==> src/rtl/mult_arbiter.sv <==
// Round-robin arbiter sharing one pipelined multiplier between two requesters.
// A tag pipeline tracks each product and returns it to its originating requester.
module mult_arbiter #(
  parameter int Q1       = 14,
  parameter int Q2       = 16,
  parameter int MULT_LAT = 2
) (
  input  logic               clk,
  input  logic               reset,
  input  logic               req0_valid,
  output logic               req0_ready,
  input  logic [Q1-1:0]      req0_x1,
  input  logic [Q2-1:0]      req0_x2,
  input  logic               req1_valid,
  output logic               req1_ready,
  input  logic [Q1-1:0]      req1_x1,
  input  logic [Q2-1:0]      req1_x2,
  output logic [Q1-1:0]      mult_x1,
  output logic [Q2-1:0]      mult_x2,
  input  logic [Q1+Q2-1:0]   mult_y,
  output logic [Q1+Q2-1:0]   res_y,
  output logic               res0_valid,
  output logic               res1_valid,
  output logic               last_grant
);

  typedef struct packed {
    logic vld;
    logic id;
  } tag_t;

  logic             gnt_vld;
  logic             gnt_id;
  logic [Q1-1:0]    mult_x1_q;
  logic [Q2-1:0]    mult_x2_q;
  logic [Q1-1:0]    mult_x1_d;
  logic [Q2-1:0]    mult_x2_d;
  logic             last_grant_q;
  logic [Q1+Q2-1:0] res_y_q;
  logic             res0_valid_q;
  logic             res1_valid_q;
  // Stage 0 travels with the operand register; stages 1..MULT_LAT track the multiplier.
  tag_t             tag_q [MULT_LAT+1];

  // Readies stay low while reset is held, even if valids are asserted.
  always_comb begin
    gnt_vld = 1'b0;
    gnt_id  = 1'b0;
    if (!reset) begin
      if (req0_valid && req1_valid) begin
        gnt_vld = 1'b1;
        gnt_id  = ~last_grant_q;
      end else if (req0_valid) begin
        gnt_vld = 1'b1;
        gnt_id  = 1'b0;
      end else if (req1_valid) begin
        gnt_vld = 1'b1;
        gnt_id  = 1'b1;
      end
    end
  end

  always_comb begin
    mult_x1_d = gnt_id ? req1_x1 : req0_x1;
    mult_x2_d = gnt_id ? req1_x2 : req0_x2;
  end

  always_ff @(posedge clk or posedge reset) begin
    if (reset) begin
      mult_x1_q    <= '0;
      mult_x2_q    <= '0;
      last_grant_q <= 1'b1;
      res_y_q      <= '0;
      res0_valid_q <= 1'b0;
      res1_valid_q <= 1'b0;
      for (int i = 0; i <= MULT_LAT; i++) begin
        tag_q[i] <= '0;
      end
    end else begin
      if (gnt_vld) begin
        mult_x1_q    <= mult_x1_d;
        mult_x2_q    <= mult_x2_d;
        last_grant_q <= gnt_id;
      end
      tag_q[0] <= {gnt_vld, gnt_id};
      for (int i = 1; i <= MULT_LAT; i++) begin
        tag_q[i] <= tag_q[i-1];
      end
      // mult_y holds the tagged product now; capture it with its owner's pulse.
      if (tag_q[MULT_LAT].vld) begin
        res_y_q <= mult_y;
      end
      res0_valid_q <= tag_q[MULT_LAT].vld & ~tag_q[MULT_LAT].id;
      res1_valid_q <= tag_q[MULT_LAT].vld &  tag_q[MULT_LAT].id;
    end
  end

  assign req0_ready = gnt_vld & ~gnt_id;
  assign req1_ready = gnt_vld &  gnt_id;
  assign mult_x1    = mult_x1_q;
  assign mult_x2    = mult_x2_q;
  assign res_y      = res_y_q;
  assign res0_valid = res0_valid_q;
  assign res1_valid = res1_valid_q;
  assign last_grant = last_grant_q;

endmodule

==> config.mk <==
export PLATFORM = sky130hd
export DESIGN_NAME = mult_arbiter
export DESIGN_NICKNAME = d
export VERILOG_FILES = /design/src/rtl/mult_arbiter.sv
export SDC_FILE = /design/constraint.sdc
export NUM_CORES = 1
export LEC_CHECK = 0
export ABC_AREA = 1
export BUFFER_PORTS_ARGS = -buffer_cell sky130_fd_sc_hd__buf_2
export CAP_MARGIN = 25
export CORE_ASPECT_RATIO = 0.7
export CORE_UTILIZATION = 41
export CTS_CLUSTER_DIAMETER = 150
export DETAILED_ROUTE_END_ITERATION = 10
export PLACE_DENSITY = 0.77
export SLEW_MARGIN = 10
export SYNTH_ARGS = -nofsm -noshare
export SYNTH_HDL_FRONTEND = slang
export SYNTH_SLANG_ARGS = --single-unit
==> constraint.sdc <==
create_clock -name clk -period 2.02 [get_ports clk]
set_clock_uncertainty 0.1 [all_clocks]
set_input_delay 0.202 -clock clk [delete_from_list [all_inputs] [get_ports clk]]
set_output_delay 0.202 -clock clk [all_outputs]
set_load 0.02 [all_outputs]
# Yosys cells after proc, flatten, opt, wreduce, memory -nomap -nowiden
# Cells that the tools add are included.
# op_classes
n_reduce_logical,1
n_mux,9
bitwise_logic,7
# op_table
op,count
$mux W16,1
$mux W14,1
$mux W1,7
$and A1 B1 Y1,4
$not A1 Y1,3
$logic_and A1 B1 Y1,1
# totals
reg_bits,69
wordCells,29
in_bits,94
output_inout_bits,65

# Depth between registers and ports, before layout
# Gate-level depths: netlist (run 1).
# depth
ltp_word,6
mapped_depth,7
ltp_nobuf,6

# Least setup slack after synthesis (run 1)
# Ideal clock, no wire load.
# synth_timing
path_type,input -> output
startpoint,in reset
endpoint,out req0_ready
cell_stages,6
arrival_ps,1908
path_slack_ps,-190
n_path_buf,1
required_ps,1718
path_cell_list,inv_2 > nand2_1 > nand2_4 > inv_4 > buf_6 > nor2_1
# synth_via
elab_chain_cells,3
elab_cells_between_ends,4
classes_between,mux: 2; bitwise: 2
# synth_lines
item,line,source
from (decl),9,"input logic reset,"
$mux W1,49,if (!reset) begin
$not A1 Y1,98,assign req0_ready = gnt_vld & ~gnt_id;
$and A1 B1 Y1 *,98,
to (decl),11,"output logic req0_ready,"
# Every way passes the cells marked *; elsewhere a longest branch is shown, timed or not.

# Final worst setup path (run 1)
# Ends and elaborated chain as after synthesis.

==> results of run 1 <==
==> cell type report <==
cell class | count | area [um2]
tap | 94 | 117.6
fill | 546 | 2422
clock buffer | 12 | 145.1
sequential | 69 | 1728
clock inverter | 4 | 47.55
timing repair buffer | 211 | 1309
multi-input combinational | 239 | 1003
inverter | 43 | 171.4
==> path summary, 6_finish.rpt <==
path	depth (start not counted)	slack [ns]	end	startpoint
worst max-delay path	7	0.09	req0_ready	reset
min in group asynchronous	3	0.42	last_grant	reset
worst max register to register	6	0.52	mult_x1[5]	last_grant
worst min-delay path	3	0.02	mult_x2[7]	req1_x2[7]
worst min register to register	0	0.25	tag_q[3]	tag_q[5]
max in group asynchronous	4	0.51	mult_x2[6]	reset
==> registers in the layout, summed over array words and instances (netlist names) <==
name	cells
res_y	30
mult_x2	16
mult_x1	14
tag_q	6
last_grant	1
res0_valid	1
res1_valid	1
==> where the power goes <==
group	total (W)	internal, W	switching [W]
sequential	0.00167	0.00156	0.000105
combinational	0.000941	0.000359	0.000582
clock	0.00107	0.000601	0.000473
total	0.00368	0.00252	0.00116
==> per-stage QoR <==
step | setup slack [ns] | instance area (um2) | total power, W | utilization [%]
floorplan | 0.1922 | 3025 | 0.002208 | -
global placement | 0.4469 | 3851 | 0.002527 | 55.46
detailed placement | 0.3882 | 3851 | 0.002548 | 55.46
CTS | 0.07390 | 4514 | 0.003708 | 65.01
global route | 0.02917 | 4522 | 0.003890 | 65.12
finish | 0.09362 | 4522 | 0.003684 | 65.12
==> layout by cell type, fill, tap and decap left out, types with 2 or more instances in the layout <==
master	instances
clkbuf_8	10
nand3_1	60
buf_2	158
clkinv_2	2
clkbuf_1	2
inv_1	40
dfrtp_1	68
inv_4	2
dlygate4sd3_1	46
nand2_1	173
buf_4	6
nor2_1	2
==> per-layer routing <==
layer	share of wire [%]	wire [um]
met4	0.92	77
met1	44	3659
met5	0	0
met3	8.6	726
met2	47	3935
==> what timing repair did <==
| action | CTS | global route |
|---|---|---|
| endpoints found under the hold margin | 60 | 0 |
| setup endpoints to repair | 0 | 21 |
| gates resized for setup | 0 | 4 |
| hold buffers | 47 | 0 |
==> logic make-up (layout without fill, tap and decap cells) <==
logic type / count (synthesis) / count (layout) / share of synthesized area [%]
flops: 69 / 69 / 57.16
simple gates: 239 / 239 / 33.20
buf+inv: 61 / 270 / 9.644
==> worst max-delay path, stage by stage <==
cell and delay, ns:
dlygate4sd3_1 0.55, buf_2 0.16, inv_4 0.09, nand3_4 0.19, inv_4 0.21, nor2_1 0.05
buf_2 0.16
==> results.toml, run 1 <==
[status]
status = "finished, final reports clean"

[yosys]
ys.warnings.count = 0
synth_area_leaders = "dfrtp_1 56%, nand2_1 21%, nand3_1 9.9%, inv_1 5.0%, buf_6 2.2%"
synth_nets = 463
synth_edf_count = 0
synthArstFlopShare_pct = 100.0
synth_most_common_cell = "nand2_1"
avgSynthCellArea_um2 = 8.192
ys_top_cells_by_count = "173 x nand2_1, 68 x dfrtp_1, 60 x nand3_1"
ys.flop_type = "dfrtp_1"
synth_largest_area_cell = "dfrtp_1"
synth_cells = 369
ys_ff_latch = 69
synth_seq_area_share_pct = 57.16
synth.cell_area_um2 = 3023
synth.top_cell.area_share_pct = 56.29
ys_types = 16

[placed_design]
dp_cells = 609
routabilityCongestion = 0.8238
numPortBuffers = 158
dpl.hpwl_um = 5347

[die]
ioPinCount = 159
num_rows = 25
start_util_pct = 43.53
coreArea_um2 = 6944
die_area_um2 = 7726
die_w_um = 104.6
die_y_um = 73.84

[timing]
finalCritPeriodShare_pct = 95.37
fmax_mhz = 519.1
hold_viol_final = 0
setup_viol = 0
period_needed_ns = 1.926
grt_setup_unrepaired = "no"
fin_setup_tns_ns = 0
max_slew_margin_pct = 43.19
worstMarginPinSlew_ns = 0.8522
slew_viol_final = 0
whs_ns = 0.01825

[critical_path]
cp.required_ns = 1.72
critPathLaunchType = "input port"
crit_type = "in2out"
crit_path_end_kind = "primary output"
cp.arrival_ns = 1.62
worstPathMaxFanout = 16

[pwr]
vdd_drop_max_mv = 0.3758
leakage_nw = 2.668
p_per_area_nw_per_um2 = 814.7

[clocking]
clk_pin_slew_worst_paths_ns = 0.06
cts_tree = "yes"
clockRootBuffer = "clkbuf_8"
cts_made_buffers = 9
cts.sinks = 69
cts_setup_buffers = 0
htreeDepth = 3
clock_tree.buffer_depth = 2
clk_latency_ns = 0.33

[cells_and_area]
diodes = 0
area_growth_pct = 49.59
nets = 667
finalNonFillerCells = 672
drive_gt1_share_pct = 32.18

[detailed_routing]
routed_wl_um = 8399
avgViaCountPerCell = 4.600
wl_per_cell_um = 12.50
first_pass_iters = 4
drt_iter0_drc = 232
drc_errors = 0
postRouteAntennaNets = 0
route.vias.total = 3091

[job]
drv_cap = 0

[global_routing]
first_global_vias = 2974
overflow = 0
grt_usage_pct = 22.54
grt.busiest_layer = "met2"
grt_first_pass_wirelength_um = 13500
grt_use_met3_pct = 7.098
antenna_found_initial = 0
grt_max_degree = 49
grt_use_met2_pct = 38.12
use_met1_pct = 28.17

[worst_hold_path]
min_path_type = "in2reg"
Note: power is estimated with default switching activity, not from simulation.
==> inputs of run 2 (changes only) <==
--- a/config.mk
+++ b/config.mk
@@ -5,14 +5,13 @@
 export SDC_FILE = /design/constraint.sdc
 export NUM_CORES = 1
 export LEC_CHECK = 0
-export ABC_AREA = 1
 export BUFFER_PORTS_ARGS = -buffer_cell sky130_fd_sc_hd__buf_2
 export CAP_MARGIN = 25
 export CORE_ASPECT_RATIO = 0.7
-export CORE_UTILIZATION = 41
+export CORE_UTILIZATION = 40
 export CTS_CLUSTER_DIAMETER = 150
 export DETAILED_ROUTE_END_ITERATION = 10
-export PLACE_DENSITY = 0.77
+export PLACE_DENSITY = 0.76
 export SLEW_MARGIN = 10
 export SYNTH_ARGS = -nofsm -noshare
 export SYNTH_HDL_FRONTEND = slang
==> results.toml, run 2 <==
[cells_and_area]
drive_gt1_share_pct = 49.66
final_area_um2 = 4372
largest_reg_flops = 30
mostFrequentLayoutCells = "158 x buf_2, 68 x dfrtp_1, 44 x dlygate4sd3_1, 28 x mux2_2, 19 x nor2_1"
final_common_cell = "buf_2"
area_growth_pct = 50.54
nets = 524
diodes = 0

[clocking]
clockRootBuffer = "clkbuf_8"
cts.sinks = 69
cts_tree = "yes"
htreeDepth = 3
cts-resized-gates = 0
clk_latency_ns = 0.32
clk_pin_slew_worst_paths_ns = 0.07
cts_made_buffers = 9
clock_tree.buffer_depth = 2

[timing]
hold_viol_final = 0
fin_ws_ns = 0.1284
period_needed_ns = 1.892
max_slew_margin_pct = 59.20
slew_viol_final = 0
fmax_mhz = 528.7
fin_setup_tns_ns = 0
whs_ns = 0.01840
finalCritPeriodShare_pct = 93.64
setup_viol = 0
worstMarginPinSlew_ns = 0.6120
grt_setup_unrepaired = "no"

[yosys]
synth_most_common_cell = "dfrtp_1"
ys_top_cells_by_count = "68 x dfrtp_1, 28 x mux2_2, 19 x nor2_1"
ys_ff_latch = 69
synth_largest_area_cell = "dfrtp_1"
synth_nets = 322
synthArstFlopShare_pct = 100.0
ys_types = 25
synth_seq_area_share_pct = 59.50
ys.flop_type = "dfrtp_1"
synth_cells = 228
ys.warnings.count = 0
synth.cell_area_um2 = 2904
avgSynthCellArea_um2 = 12.74
synth.top_cell.area_share_pct = 58.60
synth_area_leaders = "dfrtp_1 59%, mux2_2 11%, o2111ai_1 5.4%, a221o_1 4.1%, a31oi_1 3.9%"
synth_edf_count = 0

[die]
die_w_um = 103.8
coreArea_um2 = 6882
ioPinCount = 159
start_util_pct = 42.20
die_y_um = 73.29
die_area_um2 = 7610
num_rows = 25

[global_routing]
overflow = 0
grt_first_pass_wirelength_um = 12380
antenna_found_initial = 0
grt_usage_pct = 21.17
grt_max_degree = 50
first_global_vias = 2619

[critical_path]
critPathLaunchType = "register"
cp.arrival_ns = 1.59
reg2reg_slack_ns = 0.42
worstPathMaxFanout = 14
cp.required_ns = 1.72
crit_path_end_kind = "primary output"
crit_type = "reg2out"

[placed_design]
dpl.hpwl_um = 5237
numPortBuffers = 158
place_ws_ns = 0.3528
routabilityCongestion = 0.8328
dpl_cell_area_um2 = 3759

[pwr]
power_w = 0.003564
vdd_drop_max_mv = 0.3148
p_per_area_nw_per_um2 = 815.1
leakage_nw = 2.072

[detailed_routing]
drt_iter0_drc = 109
first_pass_iters = 4
route.vias.total = 2641
wl_per_cell_um = 14.69
routed_wl_um = 7769
postRouteAntennaNets = 0
drc_errors = 0
avgViaCountPerCell = 4.992

[status]
status = "finished, final reports clean"

[worst_hold_path]
min_path_type = "in2reg"

[job]
drv_cap = 0
[run 2: cell types whose count changed after synthesis, moves of 18 or more]
cell / previous run / this run
a31oi_1: 0 / 18
inv_1: 40 / 1
mux2_2: 0 / 28
nand2_1: 173 / 0
nand3_1: 60 / 0
o2111ai_1: 0 / 18
o21ai_0: 0 / 18
[run 2: cell families after synthesis]
logic type | count (synthesis) | share of synthesized area [%]
AOI/OAI and AO/OA | 69 | 17.79
DFF | 69 | 59.50
muxes | 30 | 11.63
and+or+nand+nor | 36 | 6.204
buffers and inverters | 24 | 4.868
[run 2: worst max-delay path, stage by stage (launching register included)]
cell and delay (ns):
dfstp_2 0.54, and2_1 0.27, buf_4 0.24, nor2_1 0.05
buf_2 0.16
[run 2: final timing paths]
kind | start | endpoint | cells after the start
max | last_grant | req1_ready | 4
min | mult_y[17] | res_y[17] | 2
max reg2reg | last_grant | mult_x2[10] | 3
min reg2reg | tag_q[3] | tag_q[1] | 0
max in group asynchronous | reset | res_y[22] | 4
min in group asynchronous | reset | mult_x1[8] | 3
[run 2: where the power goes]
group / internal [W] / switching (W)
Combinational: 0.000409 / 0.000529
Sequential: 0.00156 / 0.0000902
Clock: 0.000511 / 0.000461
Total: 0.00248 / 0.00108
[run 2: area by class of cell]
type / count / area, um2
fill: 550 / 2510
sequential: 69 / 1728
timing repair buffer: 212 / 1306
multi-input combinational: 135 / 1035
clock buffer: 14 / 162.7
tap: 94 / 117.6
inverter: 3 / 12.51
clock inverter: 2 / 10.01
[run 2: stage by stage]
step | util (%) | instances
6_report | 63.53 | 529
5_1_grt | 63.53 | 529
4_1_cts | 63.38 | 528
3_5_place_dp | 54.62 | 469
3_3_place_gp | 54.62 | 469
2_1_floorplan | - | 228
[run 2: timing repair]
item                      4_1_cts  5_1_grt
hold buffers                   43        1
setup buffers                   0        0
hold endpoints to repair       53        1
[run 2: routing by layer]
layer / track usage [%] / routed length, um
met5: 0 / 0
met1: 26.48 / 3357
met4: 7.619 / 124
met3: 5.768 / 406
met2: 35.93 / 3880
